`config.mk`:
```
export PLATFORM = sky130hd
export DESIGN_NAME = craft_enc_core
export DESIGN_NICKNAME = d
export VERILOG_FILES = /design/src/rtl/craft_enc_core.sv
export SDC_FILE = /design/constraint.sdc
export NUM_CORES = 1
export LEC_CHECK = 0
export ABC_CLOCK_PERIOD_IN_PS = 2390
export CORE_MARGIN = 2
export CORE_UTILIZATION = 49
export DETAILED_ROUTE_END_ITERATION = 10
export PLACE_DENSITY_LB_ADDON = 0.15
export SLEW_MARGIN = 25
export SYNTH_ARGS = -nofsm -noshare
export SYNTH_HDL_FRONTEND = slang
export SYNTH_SLANG_ARGS = --single-unit
```
`constraint.sdc`:
```
create_clock -name clk -period 2.39 [get_ports clk]
set_input_delay 0.478 -clock clk [delete_from_list [all_inputs] [get_ports clk]]
set_output_delay 0.478 -clock clk [all_outputs]
set_load 0.005 [all_outputs]
```
`src/rtl/craft_enc_core.sv`:
```
// Iterative CRAFT-64 encryption core: one round per clock behind a valid/ready handshake.
// The tweakey schedule and the S-box layer are small combinational helpers in this file.

module craft_sbox (
    input  logic [15:0] x,
    output logic [15:0] y
);
    function automatic logic [3:0] sbox4(input logic [3:0] v);
        logic [3:0] r;
        case (v)
            4'h0: r = 4'hC;
            4'h1: r = 4'hA;
            4'h2: r = 4'hD;
            4'h3: r = 4'h3;
            4'h4: r = 4'hE;
            4'h5: r = 4'hB;
            4'h6: r = 4'hF;
            4'h7: r = 4'h7;
            4'h8: r = 4'h8;
            4'h9: r = 4'h9;
            4'hA: r = 4'h1;
            4'hB: r = 4'h5;
            4'hC: r = 4'h0;
            4'hD: r = 4'h2;
            4'hE: r = 4'h4;
            default: r = 4'h6;
        endcase
        return r;
    endfunction

    generate
        for (genvar gi = 0; gi < 4; gi++) begin : g_nib
            assign y[4*gi +: 4] = sbox4(x[4*gi +: 4]);
        end
    endgenerate
endmodule

module craft_key_schedule (
    input  logic [127:0] key,
    input  logic [63:0]  tweak,
    input  logic [1:0]   r,        // round index mod 4 selects the tweakey
    output logic [63:0]  tk
);
    // Tweak nibble permutation Q, nibble 0 in the top hex digit.
    localparam logic [63:0] QPERM = 64'hCAF5_E892_B374_601D;

    logic [63:0] tweak_q;

    generate
        for (genvar gi = 0; gi < 16; gi++) begin : g_q
            localparam int SRC = int'(QPERM[63-4*gi -: 4]);
            assign tweak_q[63-4*gi -: 4] = tweak[63-4*SRC -: 4];
        end
    endgenerate

    always_comb begin
        tk = 64'h0;
        case (r)
            2'd0:    tk = key[127:64] ^ tweak;
            2'd1:    tk = key[63:0]   ^ tweak;
            2'd2:    tk = key[127:64] ^ tweak_q;
            default: tk = key[63:0]   ^ tweak_q;
        endcase
    end
endmodule

module craft_enc_core #(
    parameter int ROUNDS = 32
) (
    input  logic         clk,
    input  logic         rst,
    input  logic         in_valid,
    output logic         in_ready,
    input  logic [127:0] key,
    input  logic [63:0]  tweak,
    input  logic [63:0]  pt,
    output logic         out_valid,
    input  logic         out_ready,
    output logic [63:0]  ct,
    output logic [7:0]   round_idx
);
    typedef enum logic [1:0] {IDLE, RUN, DONE} state_t;

    localparam logic [7:0]  LAST_ROUND = 8'(ROUNDS - 1);
    localparam logic [63:0] PNPERM     = 64'hFCDE_A98B_6547_1230;

    state_t       fsm_reg;
    logic [127:0] key_reg;
    logic [63:0]  tweak_reg;
    logic [63:0]  state_reg;
    logic [3:0]   rc_a_reg;
    logic [2:0]   rc_b_reg;
    logic [7:0]   round_idx_reg;
    logic [63:0]  ct_reg;
    logic         out_valid_reg;

    logic         accept;
    logic         last_round;
    logic [63:0]  round_tk;
    logic [63:0]  mc_out, arc_out, atk_out, pn_out, sb_out, round_out;

    // A finished block can be swapped for a new one on the same edge it is taken.
    assign in_ready   = (fsm_reg == IDLE) || ((fsm_reg == DONE) && out_ready);
    assign accept     = in_valid && in_ready;
    assign last_round = (round_idx_reg == LAST_ROUND);

    craft_key_schedule u_ks (
        .key   (key_reg),
        .tweak (tweak_reg),
        .r     (round_idx_reg[1:0]),
        .tk    (round_tk)
    );

    // Rows are 16-bit slices, row 0 in the top bits; only rows 0 and 1 change in MC.
    assign mc_out  = {state_reg[63:48] ^ state_reg[31:16] ^ state_reg[15:0],
                      state_reg[47:32] ^ state_reg[15:0],
                      state_reg[31:0]};
    assign arc_out = mc_out ^ {16'h0, rc_a_reg, 1'b0, rc_b_reg, 40'h0};
    assign atk_out = arc_out ^ round_tk;

    generate
        for (genvar gi = 0; gi < 16; gi++) begin : g_pn
            localparam int SRC = int'(PNPERM[63-4*gi -: 4]);
            assign pn_out[63-4*gi -: 4] = atk_out[63-4*SRC -: 4];
        end
        for (genvar gi = 0; gi < 4; gi++) begin : g_sb
            craft_sbox u_sbox (
                .x (pn_out[16*gi +: 16]),
                .y (sb_out[16*gi +: 16])
            );
        end
    endgenerate

    assign round_out = last_round ? atk_out : sb_out;

    always_ff @(posedge clk or negedge rst) begin
        if (!rst) begin
            fsm_reg       <= IDLE;
            key_reg       <= '0;
            tweak_reg     <= '0;
            state_reg     <= '0;
            rc_a_reg      <= 4'h1;
            rc_b_reg      <= 3'h1;
            round_idx_reg <= '0;
            ct_reg        <= '0;
            out_valid_reg <= 1'b0;
        end else begin
            case (fsm_reg)
                RUN: begin
                    state_reg <= round_out;
                    rc_a_reg  <= {rc_a_reg[1] ^ rc_a_reg[0], rc_a_reg[3:1]};
                    rc_b_reg  <= {rc_b_reg[1] ^ rc_b_reg[0], rc_b_reg[2:1]};
                    if (last_round) begin
                        ct_reg        <= round_out;
                        out_valid_reg <= 1'b1;
                        fsm_reg       <= DONE;
                    end else begin
                        round_idx_reg <= round_idx_reg + 8'd1;
                    end
                end
                DONE: begin
                    if (out_ready) begin
                        out_valid_reg <= 1'b0;
                        fsm_reg       <= IDLE;
                    end
                end
                default: fsm_reg <= IDLE;
            endcase
            // Loading last lets a DONE-cycle accept override the return to IDLE.
            if (accept) begin
                key_reg       <= key;
                tweak_reg     <= tweak;
                state_reg     <= pt;
                round_idx_reg <= '0;
                rc_a_reg      <= 4'h1;
                rc_b_reg      <= 3'h1;
                fsm_reg       <= RUN;
            end
        end
    end

    assign out_valid = out_valid_reg;
    assign ct        = ct_reg;
    assign round_idx = round_idx_reg;
endmodule
```
==> flow_metrics.env <==
export IMPL_gpl_final_weighted_congestion=0.935
export IMPL_n_antenna_cell=0
export IMPL_post_route_period_util_pct=111
export IMPL_synth_net_count=2366
export IMPL_timing_max_cap_violations=0
export IMPL_nFillCells=2703
export IMPL_layoutNonFillerInstCount=3208
export IMPL_globalRouteOverflowTotal=0
export IMPL_grt_usage_pct=33.6
export IMPL_ys_flop_type="sky130_fd_sc_hd__dfrtp_1"
export IMPL_report_final_hold_viol_count=0
export IMPL_grt_start_max_net_pins=64
export IMPL_core_mm2=0.0385
export IMPL_syn_area_per_cell_um2=9.06
export IMPL_clkSlewWorstSetupHoldPaths_ns=0.06
export IMPL_worstPathMaxFanout=8
export IMPL_met3RoutedLength_um=5450
export IMPL_top_layer_used="met4"
export IMPL_min_path_type="in2async"
export IMPL_dieWidth_um=201
export IMPL_drc_errors=0
export IMPL_crit_path_start_kind="flop"
export IMPL_critical_path_top_delay_family="compound AO/OA/AOI/OAI gates"
export IMPL_clock_root_buffer_master="sky130_fd_sc_hd__clkbuf_16"
export IMPL_ys_top_cells_by_area="sky130_fd_sc_hd__dfrtp_1 44%, sky130_fd_sc_hd__nand2_1 14%, sky130_fd_sc_hd__xnor2_1 9.5%"
export IMPL_max_slew_margin_pct=63.1
export IMPL_maxSlewViolCount=0
export IMPL_synth_yosys_warnings=0
export IMPL_areaGrowthSynthToFinish_pct=51.4
export IMPL_end_kind="flop"
export IMPL_max_freq_mhz=377
export IMPL_io_pins=334
export IMPL_timing_final_setup_violations=81
export IMPL_ys_seq_elements=338
export IMPL_synthesized_instance_count=2100
export IMPL_timing_setup_critical_path_class="reg2reg"
export IMPL_firstDrtPassIters=5
export IMPL_synth_edff_count=0
export IMPL_totalNegativeSetupSlack_ns=-9.48
export IMPL_worst_clock_skew_ns=0.0195
export IMPL_tightestPinTransition_ns=0.551
export IMPL_violations_in_the_final_reports="setup timing"
export IMPL_netlist_area_leader_share_pct=44.2
export IMPL_number_of_global_route_vias_before_repair=17723
export IMPL_wl_per_instance_um=22.2
export IMPL_route_layer_met1_wl_um=29600
export IMPL_die_area_mm2=0.0404
export IMPL_final_core_util_pct=74.9
export IMPL_fin_hold_ws_ns=0.461
export IMPL_finish_net_count=2929
export IMPL_clkLatencyLatePin_ns=0.54
export IMPL_status="finished with violations"
export IMPL_initial_core_util_pct=49.4
export IMPL_yosysSeqAreaShare_pct=44.5
export IMPL_place_hpwl_um=51500
export IMPL_cts_htree_levels=2
export IMPL_rsz_0062_raised_after_global_routing="yes"
export IMPL_rows=72
export IMPL_slowest_stage="sky130_fd_sc_hd__dfrtp_2"
export IMPL_cts_num_sinks=338
export IMPL_postRouteAntennaNets=0
export IMPL_via_count=17900
export IMPL_postRouteWirelength_um=71100
export IMPL_synth_async_reset_ratio_pct=100
export IMPL_setup_ws_ns=-0.261
export IMPL_drt_iter0_drc=1517
export IMPL_cp_data_required_time_ns=2.81
export IMPL_port_buffer_count=333
export IMPL_clock_tree_from_tritoncts="done"
export IMPL_crit_path_cell_trace="inv_4 -> ha_2 -> buf_12 -> or2_4 -> bufbuf_16 -> mux2i_4 -> xnor2_4 -> o21ai_1 -> a221oi_1 -> a2111o_1"
export IMPL_grt_pass1_wl_um=105000
export IMPL_critical_path_buf_inv_count=3
export IMPL_post_synth_instance_area_mm2=0.0190
export IMPL_post_synth_cell_types=61
export IMPL_die_y_um=201
export IMPL_critical_path_max_stage_delay_ns=0.45
export IMPL_routed_via_density=5.58
export IMPL_synth_largest_area_cell="sky130_fd_sc_hd__dfrtp_1"
export IMPL_period_needed_ns=2.65
export IMPL_layout_drive_gt1_share_pct=24.5
export IMPL_grt_antenna_before_repair=0
export IMPL_crit_arrival_ns=3.07
export IMPL_cts_buffer_depth=3
export IMPL_number_of_placed_cells_counting_well_taps=3074
export IMPL_cts_made_buffers=37
export IMPL_largest_register_ff_count=128
export IMPL_met2RoutedLength_um=33500
## final timing paths
kind	slack (ns)	cells past startpoint	startpoint	to
max	-0.26	10	round_idx[0]	state_reg[36]
min in group clk	0.46	3	key[78]	key_reg[78]
min	0.46	2	rst	tweak_reg[15]
max in group asynchronous	1.08	3	rst	key_reg[52]
min reg2reg	0.47	2	ct[26]	ct[26]
max reg2reg	-0.26	10	round_idx[0]	state_reg[36]
## cells in the final DEF, fill, tap and decap left out, types with 34 or more instances in the layout
cell,instances
sky130_fd_sc_hd__buf_4,216
sky130_fd_sc_hd__buf_12,34
sky130_fd_sc_hd__dfrtp_1,334
sky130_fd_sc_hd__o21ai_0,57
sky130_fd_sc_hd__xor2_1,40
sky130_fd_sc_hd__buf_6,47
sky130_fd_sc_hd__nor2_1,45
sky130_fd_sc_hd__xnor2_1,142
sky130_fd_sc_hd__xnor2_4,36
sky130_fd_sc_hd__clkbuf_16,43
sky130_fd_sc_hd__a21oi_1,57
sky130_fd_sc_hd__clkdlybuf4s50_1,332
sky130_fd_sc_hd__xnor2_2,39
sky130_fd_sc_hd__mux2i_4,44
sky130_fd_sc_hd__nand2_1,709
sky130_fd_sc_hd__mux2i_1,106
## area by class of cell
type                            instances  area, um2  share of cell area (%)
Clock inverter                         16        168                   0.582
Inverter                               14       57.6                   0.200
Timing Repair Buffer                  643       6420                    22.3
Sequential cell                       338       8460                    29.4
Clock buffer                           50       1060                    3.67
Tap cell                              518        648                    2.25
Multi-Input combinational cell       1629      12000                    41.6
## metal layers
metal / up-vias / GRT usage, %
li1: 8137 / -
met5: - / 0
met3: 140 / 5.50
met4: 0 / 11.7
met1: 8805 / 46.9
met2: 818 / 53.3
## worst register-to-register path, cell delays in order (launching register included)
cell                        delay, ns
sky130_fd_sc_hd__dfrtp_2         0.45
sky130_fd_sc_hd__inv_4           0.09
sky130_fd_sc_hd__ha_2            0.22
sky130_fd_sc_hd__buf_12          0.15
sky130_fd_sc_hd__or2_4           0.25
sky130_fd_sc_hd__bufbuf_16       0.33
sky130_fd_sc_hd__mux2i_4         0.31
sky130_fd_sc_hd__xnor2_4         0.14
sky130_fd_sc_hd__o21ai_1         0.20
sky130_fd_sc_hd__a221oi_1        0.12
sky130_fd_sc_hd__a2111o_1        0.30
## cells by family (layout without fill, tap and decap cells)
group	after synthesis	in the layout	synth area share (%)
AND/OR/NAND/NOR	851	852	17.7
AO/OA/AOI/OAI	308	308	10.2
multiplexers	184	184	10.4
buffers and inverters	134	723	3.37
adder cells (fa/ha/maj)	14	14	0.829
flip-flops	338	338	44.5
XOR/XNOR	271	271	13.0
## stage by stage
step / worst slack, ns / cell area (um2)
after global routing: -0.326 / 28800
after detailed placement: -0.417 / 24700
after global placement: -0.340 / 24700
after floorplan: -0.0150 / 19100
final: -0.261 / 28800
after CTS: -0.157 / 27400
## synthesized netlist by cell type (6+ instances only)
master	number
sky130_fd_sc_hd__nand2_1	712
sky130_fd_sc_hd__dfrtp_1	336
sky130_fd_sc_hd__xnor2_1	207
sky130_fd_sc_hd__mux2i_1	170
sky130_fd_sc_hd__clkbuf_1	88
sky130_fd_sc_hd__a21oi_1	84
sky130_fd_sc_hd__o21ai_0	81
sky130_fd_sc_hd__nor2_1	66
sky130_fd_sc_hd__xor2_1	50
sky130_fd_sc_hd__and3_1	31
sky130_fd_sc_hd__nand3_1	25
sky130_fd_sc_hd__a21o_1	20
sky130_fd_sc_hd__o21ai_1	15
sky130_fd_sc_hd__o221ai_1	15
sky130_fd_sc_hd__a221oi_1	14
sky130_fd_sc_hd__inv_1	13
sky130_fd_sc_hd__o211ai_1	13
sky130_fd_sc_hd__o22ai_1	11
sky130_fd_sc_hd__a211oi_1	10
sky130_fd_sc_hd__mux2i_4	10
sky130_fd_sc_hd__xnor2_2	10
sky130_fd_sc_hd__buf_6	9
sky130_fd_sc_hd__a22oi_1	8
sky130_fd_sc_hd__buf_4	8
sky130_fd_sc_hd__buf_1	7
sky130_fd_sc_hd__ha_1	6
sky130_fd_sc_hd__maj3_1	6
sky130_fd_sc_hd__o21a_1	6
## repair_timing
action / in CTS / in global routing
cloned: 5 / 4
endpoints found under the setup margin: 112 / 126
hold endpoints to repair: 29 / 0
resized for setup: 201 / 212
hold buffers: 1 / 0
pin swaps: 52 / 67
buffers inserted: 26 / 42
Power is not shown: default switching activity piles up to over one toggle a cycle in this logic, so the estimate is an artifact.
